===== config.mk =====
export PLATFORM = sky130hd
export DESIGN_NAME = gray_position_decoder
export DESIGN_NICKNAME = d
export VERILOG_FILES = /design/src/rtl/gray_position_decoder_pkg.sv /design/src/rtl/gray_position_decoder_gray_to_binary.sv /design/src/rtl/gray_position_decoder.sv
export SDC_FILE = /design/constraint.sdc
export NUM_CORES = 1
export LEC_CHECK = 0
export ABC_AREA = 0
export CAP_MARGIN = 10
export CORE_MARGIN = 10
export CORE_UTILIZATION = 45
export CTS_CLUSTER_DIAMETER = 120
export DETAILED_ROUTE_END_ITERATION = 8
export GPL_ROUTABILITY_DRIVEN = 0
export GPL_TIMING_DRIVEN = 0
export PLACE_DENSITY = 0.66
export SLEW_MARGIN = 0
export SYNTH_ARGS = -nofsm -noshare
export SYNTH_HDL_FRONTEND = slang
export SYNTH_SLANG_ARGS = --single-unit

===== constraint.sdc =====
create_clock -name clk -period 3.47 [get_ports clk]
set_input_delay 0.694 -clock clk [delete_from_list [all_inputs] [get_ports clk]]
set_output_delay 0.694 -clock clk [all_outputs]
set_load 0.01 [all_outputs]

===== src/rtl/gray_position_decoder_pkg.sv =====
// Shared types and helpers for the Gray-coded position decoder.
// The state enum is used by the tracker FSM. gray2bin is a width-agnostic
// helper for code that works alongside the binary-to-Gray encoder.
package gray_position_decoder_pkg;

  // Widest Gray word that the generic helper below accepts
  localparam int unsigned GRAY_MAX_W = 32;

  // Motion tracker states
  typedef enum logic [1:0] {
    ST_IDLE  = 2'd0,
    ST_TRACK = 2'd1,
    ST_FAULT = 2'd2
  } track_state_e;

  // Gray-to-binary conversion on a zero-extended word. The bits above the
  // real width are zero, so they decode to zero and leave the low bits alone.
  function automatic logic [GRAY_MAX_W-1:0] gray2bin(input logic [GRAY_MAX_W-1:0] g);
    logic [GRAY_MAX_W-1:0] b;
    b[GRAY_MAX_W-1] = g[GRAY_MAX_W-1];
    for (int i = GRAY_MAX_W - 2; i >= 0; i--) begin
      b[i] = b[i+1] ^ g[i];
    end
    return b;
  endfunction

endpackage


===== src/rtl/gray_position_decoder_gray_to_binary.sv =====
// Combinational WIDTH-bit Gray-to-binary decoder. Each binary bit is the XOR
// of every Gray bit at or above its position.
module gray_to_binary #(
  parameter int unsigned WIDTH = 4
) (
  input  logic [WIDTH-1:0] gray_i,
  output logic [WIDTH-1:0] bin_o
);

  logic [WIDTH-1:0] bin_d;

  // Build the result from the MSB down, carrying the running XOR
  always_comb begin
    bin_d           = '0;
    bin_d[WIDTH-1]  = gray_i[WIDTH-1];
    for (int i = int'(WIDTH) - 2; i >= 0; i--) begin
      bin_d[i] = bin_d[i+1] ^ gray_i[i];
    end
  end

  assign bin_o = bin_d;

endmodule


===== src/rtl/gray_position_decoder.sv =====
// Gray-coded position decoder with motion tracking.
// Stage 1 registers the raw sample together with its valid and resync flags.
// Stage 2 decodes the sample, compares it with the previous sample, and
// registers every output.
// A sample presented at edge N therefore shows out_valid after edge N+1.
// Because resync travels through stage 1 together with the sample, a resync
// that arrives with a sample is seen in the same stage-2 cycle as that sample.
module gray_position_decoder
  import gray_position_decoder_pkg::*;
#(
  parameter int unsigned WIDTH = 4,
  parameter int unsigned ERR_W = 8
) (
  input  logic             clk,
  input  logic             rst_n,
  input  logic [WIDTH-1:0] gray_in,
  input  logic             in_valid,
  input  logic             resync,
  output logic [WIDTH-1:0] bin_out,
  output logic             out_valid,
  output logic             first,
  output logic             step,
  output logic             dir_up,
  output logic             wrap,
  output logic             skip_err,
  output logic             fault,
  output logic [ERR_W-1:0] err_cnt
);

  localparam logic [WIDTH-1:0] BIN_ONE = {{(WIDTH-1){1'b0}}, 1'b1};
  localparam logic [ERR_W-1:0] ERR_ONE = {{(ERR_W-1){1'b0}}, 1'b1};

  // Stage-1 capture registers
  logic             s1_valid_q;
  logic             s1_resync_q;
  logic [WIDTH-1:0] s1_gray_q;

  // Tracker state and history
  track_state_e     state_q;
  logic [WIDTH-1:0] prev_gray_q;
  logic [WIDTH-1:0] prev_bin_q;

  // Registered outputs
  logic [WIDTH-1:0] bin_out_q;
  logic             out_valid_q;
  logic             first_q;
  logic             step_q;
  logic             dir_up_q;
  logic             wrap_q;
  logic             skip_err_q;
  logic             fault_q;
  logic [ERR_W-1:0] err_cnt_q;

  // Stage-2 combinational results
  logic [WIDTH-1:0] s1_bin;
  logic [WIDTH-1:0] diff_d;
  logic [WIDTH-1:0] diff_m1_d;
  logic             same_d;
  logic             single_d;
  logic             dir_up_d;
  logic             wrap_d;
  logic [ERR_W-1:0] err_cnt_d;

  // Register the incoming sample so that decoding and compare get a full cycle
  always_ff @(posedge clk or negedge rst_n) begin
    if (!rst_n) begin
      s1_valid_q  <= 1'b0;
      s1_resync_q <= 1'b0;
      s1_gray_q   <= '0;
    end else begin
      s1_valid_q  <= in_valid;
      s1_resync_q <= resync;
      s1_gray_q   <= gray_in;
    end
  end

  gray_to_binary #(
    .WIDTH (WIDTH)
  ) u_gray_to_binary (
    .gray_i (s1_gray_q),
    .bin_o  (s1_bin)
  );

  // Classify the motion between the previous sample and the current one.
  // A single flipped Gray bit means the XOR is a non-zero power of two.
  always_comb begin
    diff_d    = s1_gray_q ^ prev_gray_q;
    diff_m1_d = diff_d - BIN_ONE;
    same_d    = (diff_d == '0);
    single_d  = !same_d && ((diff_d & diff_m1_d) == '0);
    dir_up_d  = (s1_bin == (prev_bin_q + BIN_ONE));
    wrap_d    = ((prev_bin_q == '1) && (s1_bin == '0)) ||
                ((prev_bin_q == '0) && (s1_bin == '1));
    err_cnt_d = (err_cnt_q == '1) ? err_cnt_q : (err_cnt_q + ERR_ONE);
  end

  // Tracker FSM. It updates the history, the state and all registered outputs.
  always_ff @(posedge clk or negedge rst_n) begin
    if (!rst_n) begin
      state_q     <= ST_IDLE;
      prev_gray_q <= '0;
      prev_bin_q  <= '0;
      bin_out_q   <= '0;
      out_valid_q <= 1'b0;
      first_q     <= 1'b0;
      step_q      <= 1'b0;
      dir_up_q    <= 1'b0;
      wrap_q      <= 1'b0;
      skip_err_q  <= 1'b0;
      fault_q     <= 1'b0;
      err_cnt_q   <= '0;
    end else begin
      out_valid_q <= 1'b0;
      first_q     <= 1'b0;
      step_q      <= 1'b0;
      dir_up_q    <= 1'b0;
      wrap_q      <= 1'b0;
      skip_err_q  <= 1'b0;

      if (s1_valid_q) begin
        prev_gray_q <= s1_gray_q;
        prev_bin_q  <= s1_bin;
        bin_out_q   <= s1_bin;
        out_valid_q <= 1'b1;
      end

      if (s1_resync_q) begin
        fault_q <= 1'b0;
        if (s1_valid_q) begin
          first_q <= 1'b1;
          state_q <= ST_TRACK;
        end else begin
          state_q <= ST_IDLE;
        end
      end else if (s1_valid_q) begin
        case (state_q)
          ST_IDLE: begin
            first_q <= 1'b1;
            state_q <= ST_TRACK;
          end
          ST_TRACK: begin
            if (single_d) begin
              step_q   <= 1'b1;
              dir_up_q <= dir_up_d;
              wrap_q   <= wrap_d;
            end else if (!same_d) begin
              skip_err_q <= 1'b1;
              err_cnt_q  <= err_cnt_d;
              fault_q    <= 1'b1;
              state_q    <= ST_FAULT;
            end
          end
          ST_FAULT: begin
            fault_q <= 1'b1;
          end
          default: begin
            state_q <= ST_IDLE;
          end
        endcase
      end
    end
  end

  assign bin_out   = bin_out_q;
  assign out_valid = out_valid_q;
  assign first     = first_q;
  assign step      = step_q;
  assign dir_up    = dir_up_q;
  assign wrap      = wrap_q;
  assign skip_err  = skip_err_q;
  assign fault     = fault_q;
  assign err_cnt   = err_cnt_q;

endmodule

==> metrics.cfg, run 1 <==
[run_status]
outcome=completed

[routing]
drc_errors=0
drt_iter0_markers=44
wl_per_cell_um=13.4
vias_per_cell=5.12
ant_nets=0
dr.pass1.iters=5
finalWirelength_mm=2.66
vias=1014

[cts]
postCtsSetupBuffers=0
clkSlewWorstSetupHoldPaths_ns=0.09
postCtsHoldBufs=0
clockBufferDepth=2
cts_buffers=5
h-tree-depth=2
clk_latency_ns=0.33
cts_tree=done
cts_root_buffer=clkbuf_4
ctsResizeCount=0
clock_sinks=30

[final_layout]
drive_gt1_frac=0.175
final_util=0.607
fin_nets=168
design_area_sq_um=1850
syn_to_final_growth_pct=28.4
diodes=0

[floorplanning]
start_util=0.473
die_h_um=76.6
die_area_sq_um=5870
fp.coreArea_sq_um=3050
placementRows=20
io_pins=27
die_w_um=76.6

[global_routing]
grtUsageTotal=0.0963
antenna_found_initial=0
globalRouteOverflowTotal=0
grt_max_degree=22
grt_pass1_vias=1001
grt_pass1_wl_mm=4.51

[setup_path]
crit_chain=buf_4, clkdlybuf4s50_1
slowest_stage=clkdlybuf4s50_1
worstPathArrival_ns=1.44
critPathMaxFanout=5
crit_type=flip-flop to primary output
reg2reg_depth=9
rr_endpoint=dir_up$_DFF_PN0_
startpoint_type=flip-flop
required_ns=2.78
end_kind=primary output
cpPeakStageDelay_ns=0.52
r2r_slack_ns=1.44
r2r_start=s1_gray_q[3]$_DFF_PN0_

[timing]
rsz0062_at_grt=no
relSlewSlack=0.678
layout_min_cycle_time_ns=2.13
worst_pin_slew_ns=0.481
max_freq_mhz=470
layout_setup_ws_ns=1.34
tns_ns=0
finalSetupViolations=0
clock_skew_ns=0.00646
hold_viol=0
finalCritPeriodShare=0.614
drv_slew=0

[yosys]
yosys.area_share.simple=0.146
yosys_warnings=0
syn_area_sq_um=1440
yosys_most_used_dff=dfrtp_1
synthArstFlopShare=1.00
synth-seq-area-share=0.520
synth_edf_count=0
syn_avg_cell_area_sq_um=12.1
synth-adder-area-share=0.0685
syn_nets=134
synth_cell_type_count=37
synth_compound_area_frac=0.0729
synth_top_family_by_area=simple AND/OR/NAND/NOR gates
synth_xor_xnor_area_share=0.0781
synthMuxAreaShare=0.0781
syn_inst=119
ys_seq_elements=30

[min_path]
hold_path_end=out_valid$_DFF_PN0_
hold_class=flip-flop to flip-flop
hold_start=s1_valid_q$_DFF_PN0_
min_path_cells=0

[pwr]
sequentialPowerShare=0.460
pwr-share-comb=0.276
switching_power_w=0.000288
swShare=0.296
pwr_density_cell_nw_per_um2=525
peakVddDrop_v=0.000307
intPower_w=0.000684
clkPwrFrac=0.263
power_leakage_nw=0.843

[place]
place_area_sq_um=1770
dp_slack_ns=1.49
dp_hpwl_mm=2.05
port_buffers=26

[flow_run]
cap_violations=0

[power groups by stage]
| stage | logic (W) | clock network (W) | registers [W] |
|---|---|---|---|
| 6_report | 0.000268 | 0.000256 | 0.000447 |
| 5_1_grt | 0.000297 | 0.000277 | 0.000458 |
| 4_1_cts | 0.000275 | 0.000267 | 0.000447 |
| 3_5_place_dp | 0.000273 | 0 | 0.000454 |
| 3_3_place_gp | 0.000267 | 0 | 0.000451 |
| 2_1_floorplan | 0.000139 | 0 | 0.000463 |
[worst max-delay path: cells and delay by family (launching register included)]
| kind | cells | cell delay (ns) |
|---|---|---|
| buffers and inverters | 2 | 0.66 |
| flip-flops | 1 | 0.45 |
[logic make-up after synthesis]
| logic type | count (synthesis) |
|---|---|
| AOI/OAI and AO/OA | 15 |
| xor gates and xnor gates | 12 |
| adders and majority gates | 8 |
| buffers and inverters | 12 |
| DFF | 30 |
| muxes | 10 |
| and+or+nand+nor | 32 |
[registers in the layout (all words and copies together), names as in the netlist, 2 cells and up]
signal and count:
bin_out 3, err_cnt 8, prev_gray_q 4, s1_gray_q 4
state_q 2
[per-layer routing]
layer  track usage  vias to the layer above  wire length (um)
met2         0.146                       30              1250
met5             0                        -                 0
met1         0.106                      492              1140
li1              -                      486                 -
met3        0.0448                        6               211
met4        0.0613                        0                51
[metrics by stage]
stage | total power [W] | hold WS, ns | std cells
finish | 0.000972 | 0.386 | 198
global route | 0.00103 | 0.412 | 198
CTS | 0.000989 | 0.391 | 198
detailed placement | 0.000728 | 0.370 | 190
global placement | 0.000718 | 0.368 | 189
floorplan | 0.000602 | 0.355 | 119
[cells in the mapped netlist (2+ instances only)]
cell type,n,share of area
a31oi_1,5,0.022
xnor2_1,4,0.024
inv_1,10,0.026
and3_1,3,0.013
mux2_2,5,0.039
nand4_1,4,0.017
and2_1,2,0.0087
dfrtp_1,30,0.52
nand2_1,3,0.0078
a21oi_1,5,0.017
nor2_1,4,0.010
ha_1,7,0.061
mux2i_1,3,0.021
xor2_1,7,0.042
buf_4,2,0.010
nand3_1,3,0.010
nor3_1,2,0.0069
[final cells by class]
type | count | area, sq um
timing repair buffer | 27 | 275
tap | 44 | 55.1
fill | 255 | 1200
clock buffer | 8 | 78.8
inverter | 10 | 37.5
buffer | 2 | 15.0
multi-input combinational | 77 | 639
sequential | 30 | 751
[worst max path at each step]
stage                     slack, ns  cells past startpoint              endpoint                        from
after floorplan                1.64                      9      dir_up$_DFF_PN0_      s1_gray_q[3]$_DFF_PN0_
after global routing           1.25                      9      dir_up$_DFF_PN0_      s1_gray_q[3]$_DFF_PN0_
final                          1.34                      2            bin_out[3]  prev_gray_q[3]$_DFFE_PN0P_
after CTS                      1.31                      2            bin_out[3]  prev_gray_q[3]$_DFFE_PN0P_
after global placement         1.22                      1  s1_valid_q$_DFF_PN0_                       rst_n
after detailed placement       1.49                      9      dir_up$_DFF_PN0_      s1_gray_q[3]$_DFF_PN0_
[cell usage in the layout, fill, tap and decap left out, drive strengths merged, types with 5 or more instances in the layout]
cell / instances
and3: 5
a21oi: 5
clkbuf: 8
xor2: 8
ha: 7
dfrtp: 30
clkdlybuf4s50: 26
a31oi: 5
mux2: 7
inv: 10
No activity file was read; power rests on OpenSTA's default activity.
==> run 2: changes to the inputs <==
--- a/config.mk
+++ b/config.mk
@@ -13,7 +13,7 @@
 export DETAILED_ROUTE_END_ITERATION = 8
 export GPL_ROUTABILITY_DRIVEN = 0
 export GPL_TIMING_DRIVEN = 0
-export PLACE_DENSITY = 0.66
+export PLACE_DENSITY = 0.69
 export SLEW_MARGIN = 0
 export SYNTH_ARGS = -nofsm -noshare
 export SYNTH_HDL_FRONTEND = slang
==> constraint.sdc (replaced) <==
create_clock -name clk -period 1.8 [get_ports clk]
set_input_delay 0.36 -clock clk [delete_from_list [all_inputs] [get_ports clk]]
set_output_delay 0.36 -clock clk [all_outputs]
set_load 0.01 [all_outputs]
==> run 2 against run 1 <==
The flow now finishes with violations (setup timing); worst hold slack worse by 0.015 ns; clock skew up 0.0085 ns; setup slack worse by 1.4 ns; via count up 4.1%; core utilization up 5.5 points; largest cell class unchanged.
==> metrics.cfg, run 2 (synthesis gave the netlist of run 1 again) <==
[pwr]
power_w=0.00188
pwr_density_cell_nw_per_um2=929
power_leakage_nw=0.902
peakVddDrop_v=0.000594

[cts]
clock_sinks=30
clk_latency_ns=0.34
cts_tree=done
cts_buffers=5
h-tree-depth=2
cts_root_buffer=clkbuf_4
clockBufferDepth=2
clkSlewWorstSetupHoldPaths_ns=0.08

[setup_path]
crit_start=s1_gray_q[3]$_DFF_PN0_
crit_type=flip-flop to flip-flop
startpoint_type=flip-flop
critPathMaxFanout=8
r2r_start=s1_gray_q[3]$_DFF_PN0_
r2r_slack_ns=-0.03
reg2reg_depth=6
worstPathArrival_ns=2.04
rr_endpoint=err_cnt[1]$_DFFE_PN0P_
critPathCapture=err_cnt[1]$_DFFE_PN0P_
required_ns=2.01
end_kind=flip-flop

[routing]
ant_nets=0
finalWirelength_mm=3.03
vias_per_cell=5.08
wl_per_cell_um=14.6
drt_iter0_markers=84
dr.pass1.iters=4
vias=1056
drc_errors=0

[floorplanning]
io_pins=27
die_w_um=76.6
die_area_sq_um=5870
start_util=0.473
placementRows=20
fp.coreArea_sq_um=3050
die_h_um=76.6

[global_routing]
grt_pass1_wl_mm=4.97
grtUsageTotal=0.105
grt_pass1_vias=1076
antenna_found_initial=0
grt_max_degree=22
globalRouteOverflowTotal=0

[final_layout]
fillerInstances=249
fin_nets=179
final_cell_mix=dfrtp_1 (27), clkdlybuf4s50_1 (25), buf_4 (12)
syn_to_final_growth_pct=40.0
final_cells=208
drive_gt1_frac=0.311
diodes=0
largest_reg_flops=8
layout_commonest_cell=dfrtp_1

[timing]
layout_min_cycle_time_ns=1.83
hold_ws_ns=0.370
worst_pin_slew_ns=0.534
relSlewSlack=0.643
tns_ns=-0.0310
max_freq_mhz=548
drv_slew=0
finalSetupViolations=2
finalCritPeriodShare=1.01
clock_skew_ns=0.0150
hold_viol=0
layout_setup_ws_ns=-0.0265
rsz0062_at_grt=yes

[min_path]
hold_class=input port to asynchronous set/reset pin

[place]
dpl.cell_count=190
dp_hpwl_mm=2.08
port_buffers=26

[flow_run]
cap_violations=0

[run_status]
violations=setup timing
outcome=finished with violations

==> run 2: worst max-delay path: stages (launching register included) <==
cell	delay, ns
dfrtp_1	0.41
buf_6	0.14
xor2_4	0.15
maj3_2	0.31
o21bai_4	0.21
and3_4	0.19
mux2_4	0.29
==> run 2: repair_timing <==
item                                    in CTS  in global routing
setup buffers                                9                  2
resized for setup                            5                 14
endpoints found under the setup margin       3                 10
pin swaps                                    1                  1
hold buffers                                 0                  0
==> run 2: area by class of cell <==
class | count | area [sq um] | share of cell area
sequential | 30 | 754 | 0.374
multi-input combinational | 77 | 736 | 0.364
timing repair buffer | 38 | 377 | 0.186
tap | 44 | 55.1 | 0.0273
clock buffer | 7 | 45.0 | 0.0223
inverter | 10 | 37.5 | 0.0186
buffer | 2 | 15.0 | 0.00743
==> run 2: per-stage QoR <==
stage,worst slack (ns),util,cell area (sq um)
6_report,-0.0265,0.661,2020
3_3_place_gp,-0.121,0.578,1770
2_1_floorplan,0.00850,-,1450
3_5_place_dp,-0.160,0.587,1790
4_1_cts,-0.0188,0.634,1930
5_1_grt,-0.0753,0.661,2020
==> run 2: worst min path at each step <==
stage               slack, ns                      to  depth (start not counted)            startpoint
detailed placement       0.36     out_valid$_DFF_PN0_                          0  s1_valid_q$_DFF_PN0_
global placement         0.37     out_valid$_DFF_PN0_                          0  s1_valid_q$_DFF_PN0_
global route             0.41          wrap$_DFF_PN0_                          1                 rst_n
floorplan                0.06  bin_out[0]$_DFFE_PN0P_                          0                 rst_n
finish                   0.37          wrap$_DFF_PN0_                          1                 rst_n
CTS                      0.37          wrap$_DFF_PN0_                          1                 rst_n
==> run 2: power by group <==
part | internal, W | switching [W] | leakage [nW]
Combinational | 0.000365 | 0.000271 | 0.505
Clock | 0.000147 | 0.000211 | 0.0254
Sequential | 0.000765 | 0.000117 | 0.371
==> run 2: per-layer routing <==
metal | vias to the layer above | GRT usage | part of all wire | wire [um]
met5 | - | 0 | 0 | 0
met4 | 0 | 0.0706 | 0.027 | 82
met3 | 8 | 0.0460 | 0.069 | 210
met2 | 24 | 0.157 | 0.49 | 1500
met1 | 519 | 0.117 | 0.41 | 1240
li1 | 505 | - | - | -
==> RTL edit 1: new RTL, flow settings as in run 2 <==
Re-encode `track_state_e` (3 states) as one-hot, 3 bits wide.
--- a/src/rtl/gray_position_decoder_pkg.sv
+++ b/src/rtl/gray_position_decoder_pkg.sv
@@ -7,10 +7,10 @@
   localparam int unsigned GRAY_MAX_W = 32;
 
   // Motion tracker states
-  typedef enum logic [1:0] {
-    ST_IDLE  = 2'd0,
-    ST_TRACK = 2'd1,
-    ST_FAULT = 2'd2
+  typedef enum logic [2:0] {
+    ST_IDLE  = 3'b001,
+    ST_TRACK = 3'b010,
+    ST_FAULT = 3'b100
   } track_state_e;
 
   // Gray-to-binary conversion on a zero-extended word. The bits above the
Check against the original RTL: same outputs for any inputs over 10 cycles, from zero or initial values and one cycle with rst_n low; not proved beyond that.
==> RTL edit 1 against run 2 <==
  * Synthesized cell count up 12%
  * Count of clock-buffer cells in the layout stayed put
  * Cell area rose by 3.3%
  * Wire length increased by 7.4%
  * Core utilization decreased by 3.1 points
  * Setup slack improved by 0.067 ns
  * Synthesized area up 5.5%
  * Sequential cell count is 1 higher
  * Clock power up 6.7%
  * Power shrank 6.3%
==> RTL edit 1: results (changes against run 2) <==
| Metric | Value |
|---|---|
| Antenna violations before repair | 0 (unchanged) |
| GR Util All Layers | 10.2% (was 10.5%) |
| Largest vdd supply drop | 0.000577 V (was 0.000594 V) |
| Worst-margin pin slew | 0.798 ns (was 0.534 ns) |
| Clock skew | 0.0126 ns (was 0.0150 ns) |
| Proportion of layout cells with a drive suffix above 1 | 25.7% (was 31.1%) |
| M2 GR Usage | 16.4% (was 15.7%) |
| Placed insts | 206 (was 190) |
| Post-DP HPWL | 2290 um (was 2080 um) |
| First-pass GRT wire length | 4930 um (was 4970 um) |
| H-tree Lvls | 2 (unchanged) |
| Syn Nets | 148 (was 134) |
| Post-synthesis adder-cell area fraction | 6.50% (was 6.85%) |
| Clock buffer depth | 2 (unchanged) |
| Pin count of the biggest net entering global routing | 17 (was 22) |
| PwrDens | 843 nW/um^2 (was 929 nW/um^2) |
| Port Buf Inserts | 26 (unchanged) |
| Top post-synthesis cells by area | dfrtp_1, xnor2_1, ha_1 (was dfrtp_1, ha_1, xor2_1) |
| Post-synth cell types | 40 (was 37) |
| CP arrival | 1.98 ns (was 2.04 ns) |
| DR WL/cell | 14.5 um (was 14.6 um) |
| Num CTS Buffers | 5 (unchanged) |
| Clk_lat worst skew | 0.34 ns (about the same) |
| Xor/xnor cell area share of the yosys netlist | 10.4% (was 7.81%) |
| Via density | 4.99 (was 5.08) |
| Worst Path Max Fanout | 6 (was 8) |
| Overall routed net length | 3260 um (was 3030 um) |
| DRT Pass-1 Iters | 2 (was 4) |
| Sequential share of the synthesized area | 51.1% (was 52.0%) |
| Seq cells post-synth | 31 (was 30) |
| FFs w/ async S/R, synth | 100% (unchanged) |
| Total Nets Final | 193 (was 179) |
| Commonest cells post-synth | dfrtp_1, xnor2_1, a21oi_1, inv_1, ha_1 (was dfrtp_1, inv_1, ha_1, xor2_1) |
| Complex-gate fraction of the synthesized area | 11.0% (was 7.29%) |
| Status | finished clean (was finished, violations left) |
| Mux cell area share after synthesis | 4.69% (was 7.81%) |
| Hold Crit Class | input port to register (was input port to async pin) |
| DRT iter0 DRCs | 32 (was 84) |
| Vias in the first global route | 1,100 (was 1,076) |
| GR Util met3 | 4.33% (was 4.60%) |
| M1 GR Usage | 10.7% (was 11.7%) |
| Switching share of power | 31.3% (was 31.9%) |
| Leak Pwr | 0.910 nW (was 0.902 nW) |
| Hold path cells | 1 |
| Average size of a mapped cell | 11.4 um^2 (was 12.1 um^2) |
| N_diodes | 0 (unchanged) |
-- RTL edit 1: per-stage QoR --
step / instance area, um^2 / hold slack (ns) / util (%) / worst slack [ns]
floorplan: 1520 / 0.0644 / - / 0.0158
global placement: 1840 / 0.488 / 55.6 / -0.186
detailed placement: 1870 / 0.500 / 56.4 / -0.130
CTS: 1990 / 0.455 / 60.0 / 0.000340
global route: 2090 / 0.443 / 63.0 / -0.0345
finish: 2090 / 0.461 / 63.0 / 0.0401
-- RTL edit 1: layout make-up --
cell class / count / area [um^2]
clock inverters: 1 / 5.00
multi-input cells: 90 / 774
well taps: 46 / 57.6
flip-flops and latches: 31 / 785
repair buffers: 38 / 370
clock buffers: 7 / 45.0
plain buffers: 2 / 11.3
inverters: 10 / 37.5
fillers: 292 / 1220
-- RTL edit 1: path summary, 6_finish.rpt --
path / start / end / slack [ns]
max: prev_gray_q[3]$_DFFE_PN0P_ / err_cnt[1]$_DFFE_PN0P_ / 0.04
min: in_valid / s1_valid_q$_DFF_PN0_ / 0.46
max reg2reg: prev_gray_q[3]$_DFFE_PN0P_ / err_cnt[1]$_DFFE_PN0P_ / 0.04
min reg2reg: err_cnt[6]$_DFFE_PN0P_ / err_cnt[6]$_DFFE_PN0P_ / 0.52
max in group asynchronous: rst_n / state_q[0]$_DFFE_PN1P_ / 0.69
min in group asynchronous: rst_n / dir_up$_DFF_PN0_ / 0.48
-- RTL edit 1: timing repair --
item	CTS	global route
gates resized for setup	9	9
pin swaps	0	4
setup buffers	2	9
endpoints found under the setup margin	10	8
-- RTL edit 1: critical path, cell delays in order, from the launching register on --
cell     delay [ns]
dfrtp_2        0.44
buf_4          0.16
xor2_2         0.31
nor3_4         0.12
a21oi_4        0.22
nand2_2        0.10
mux2_4         0.30
-- RTL edit 1: metal layers --
layer,wire length (um),vias up
li1,-,554
met1,1400,541
met2,1660,22
met3,149,6
met4,46,0
met5,0,-
-- RTL edit 1: cells by family after synthesis --
group                    count (synthesis)
AO/OA/AOI/OAI                           25
AND/OR/NAND/NOR                         33
adder cells (fa/ha/maj)                  8
XOR/XNOR                                18
buffers and inverters                   12
flip-flops                              31
multiplexers                             6
-- RTL edit 1: power groups by stage --
| stage | logic [mW] | clock network (mW) | registers [mW] |
|---|---|---|---|
| 2_1_floorplan | 0.231 | 0 | 0.879 |
| 3_3_place_gp | 0.416 | 0 | 0.869 |
| 3_5_place_dp | 0.436 | 0 | 0.874 |
| 5_1_grt | 0.564 | 0.418 | 0.876 |
| 4_1_cts | 0.463 | 0.396 | 0.861 |
| 6_report | 0.514 | 0.382 | 0.861 |
==> RTL edit 2: new RTL, flow settings as in run 2 <==
Without the edit above. Change the parameter `ERR_W` from 8 to 9.
--- a/src/rtl/gray_position_decoder.sv
+++ b/src/rtl/gray_position_decoder.sv
@@ -9,7 +9,7 @@
   import gray_position_decoder_pkg::*;
 #(
   parameter int unsigned WIDTH = 4,
-  parameter int unsigned ERR_W = 8
+  parameter int unsigned ERR_W = 9
 ) (
   input  logic             clk,
   input  logic             rst_n,
Interface: changed (resized err_cnt); port bits go from 27 to 28. No check against the original RTL was run, so the function may have changed too.
==> RTL edit 2 against run 2 <==
  * Die area rose by 3.6%
  * Via count up 8.3%
  * Worst hold slack better by 0.018 ns
  * Sequential power hardly changed
  * Cell area is 7.4% higher
  * Wire length increased by 7.4%
  * Critical path type unchanged
  * Power increased by 6.6%
  * Clock power rose by 27%
  * First-iteration DRC count is 60% lower
  * Synthesized area up 4.9%
  * Sequential cell count up 1
  * Setup slack improved by 0.039 ns
  * Synthesized cell count increased by 9.2%
==> RTL edit 2: results (changes against run 2) <==
| Metric | Value |
|---|---|
| Status | finished clean (was finished, violations left) |
| Wire length on met2 | 1630 um (was 1500 um) |
| Overall routed net length | 3260 um (was 3030 um) |
| GR Util All Layers | 11.0% (was 10.5%) |
| GR Util met3 | 5.07% (was 4.60%) |
| Clk tree area frac | 3.17% (was 2.23%) |
| Slowest-stage cell, CP | dfrtp_2 (was dfrtp_1) |
| Clock skew | 0.00830 ns (was 0.0150 ns) |
| Hold Crit Class | register to register (was input port to async pin) |
| Number of flip-flops in the largest register | 9 (was 8) |
| Via count | 1,144 (was 1,056) |
| Relative slew slack | 52.8% (was 64.3%) |
| Proportion of layout cells with a drive suffix above 1 | 30.7% (was 31.1%) |
| Commonest cells post-synth | dfrtp_1, nor2_1, xnor2_1, ha_1, inv_1 (was dfrtp_1, inv_1, ha_1, xor2_1) |
| Post-synth cell types | 41 (was 37) |
| CP max stage delay | 0.45 ns (was 0.41 ns) |
| Vias in the first global route | 1,181 (was 1,076) |
| Placed insts | 202 (was 190) |
| Via density | 5.13 (was 5.08) |
| Sequential share of the synthesized area | 51.3% (was 52.0%) |
| Non-clk bufs | 45 (was 40) |
| Port Buf Inserts | 27 (was 26) |
| Share of cell area taken by multi-input logic gates | 37.1% (was 36.4%) |
| Non-clock buffer area fraction after layout | 19.9% (was 19.4%) |
| Total Nets Final | 194 (was 179) |
| DRT iter0 DRCs | 34 (was 84) |
## RTL edit 2: cell types whose count changed in the layout (fill, tap and decap cells not counted), moves of 3 or more
cell,before,now
xnor2_1,3,8
nor3_2,3,0
nand4_1,4,1
o21ai_1,0,4
a31oi_1,3,0
nor2_1,4,8
inv_1,8,4
## RTL edit 2: worst paths after layout
check | from | to | slack, ns | depth (start not counted)
hold reg to reg | s1_valid_q$_DFF_PN0_ | out_valid$_DFF_PN0_ | 0.39 | 0
hold / removal | s1_valid_q$_DFF_PN0_ | out_valid$_DFF_PN0_ | 0.39 | 0
setup reg to reg | s1_gray_q[3]$_DFF_PN0_ | dir_up$_DFF_PN0_ | 0.01 | 8
setup / recovery | s1_gray_q[3]$_DFF_PN0_ | dir_up$_DFF_PN0_ | 0.01 | 8
max in group asynchronous | rst_n | s1_gray_q[1]$_DFF_PN0_ | 0.80 | 2
min in group asynchronous | rst_n | err_cnt[6]$_DFFE_PN0P_ | 0.45 | 1
## RTL edit 2: power by group
part	switching, mW	internal, mW
clock network	0.223	0.230
logic	0.300	0.368
registers	0.0945	0.784
total	0.618	1.38
## RTL edit 2: cell families (layout without fill, tap and decap cells)
| logic type | count (synthesis) | in the layout | synth area share, % |
|---|---|---|---|
| xor gates and xnor gates | 15 | 15 | 9.18 |
| muxes | 8 | 8 | 5.87 |
| adders and majority gates | 9 | 9 | 7.36 |
| and+or+nand+nor | 35 | 35 | 13.1 |
| DFF | 31 | 31 | 51.3 |
| buffers and inverters | 11 | 60 | 2.98 |
| AOI/OAI and AO/OA | 21 | 21 | 10.3 |
## RTL edit 2: repair_timing
action,in CTS,in global routing
setup endpoints to repair,9,12
pin swaps,9,8
setup buffers,10,3
resized for setup,14,10
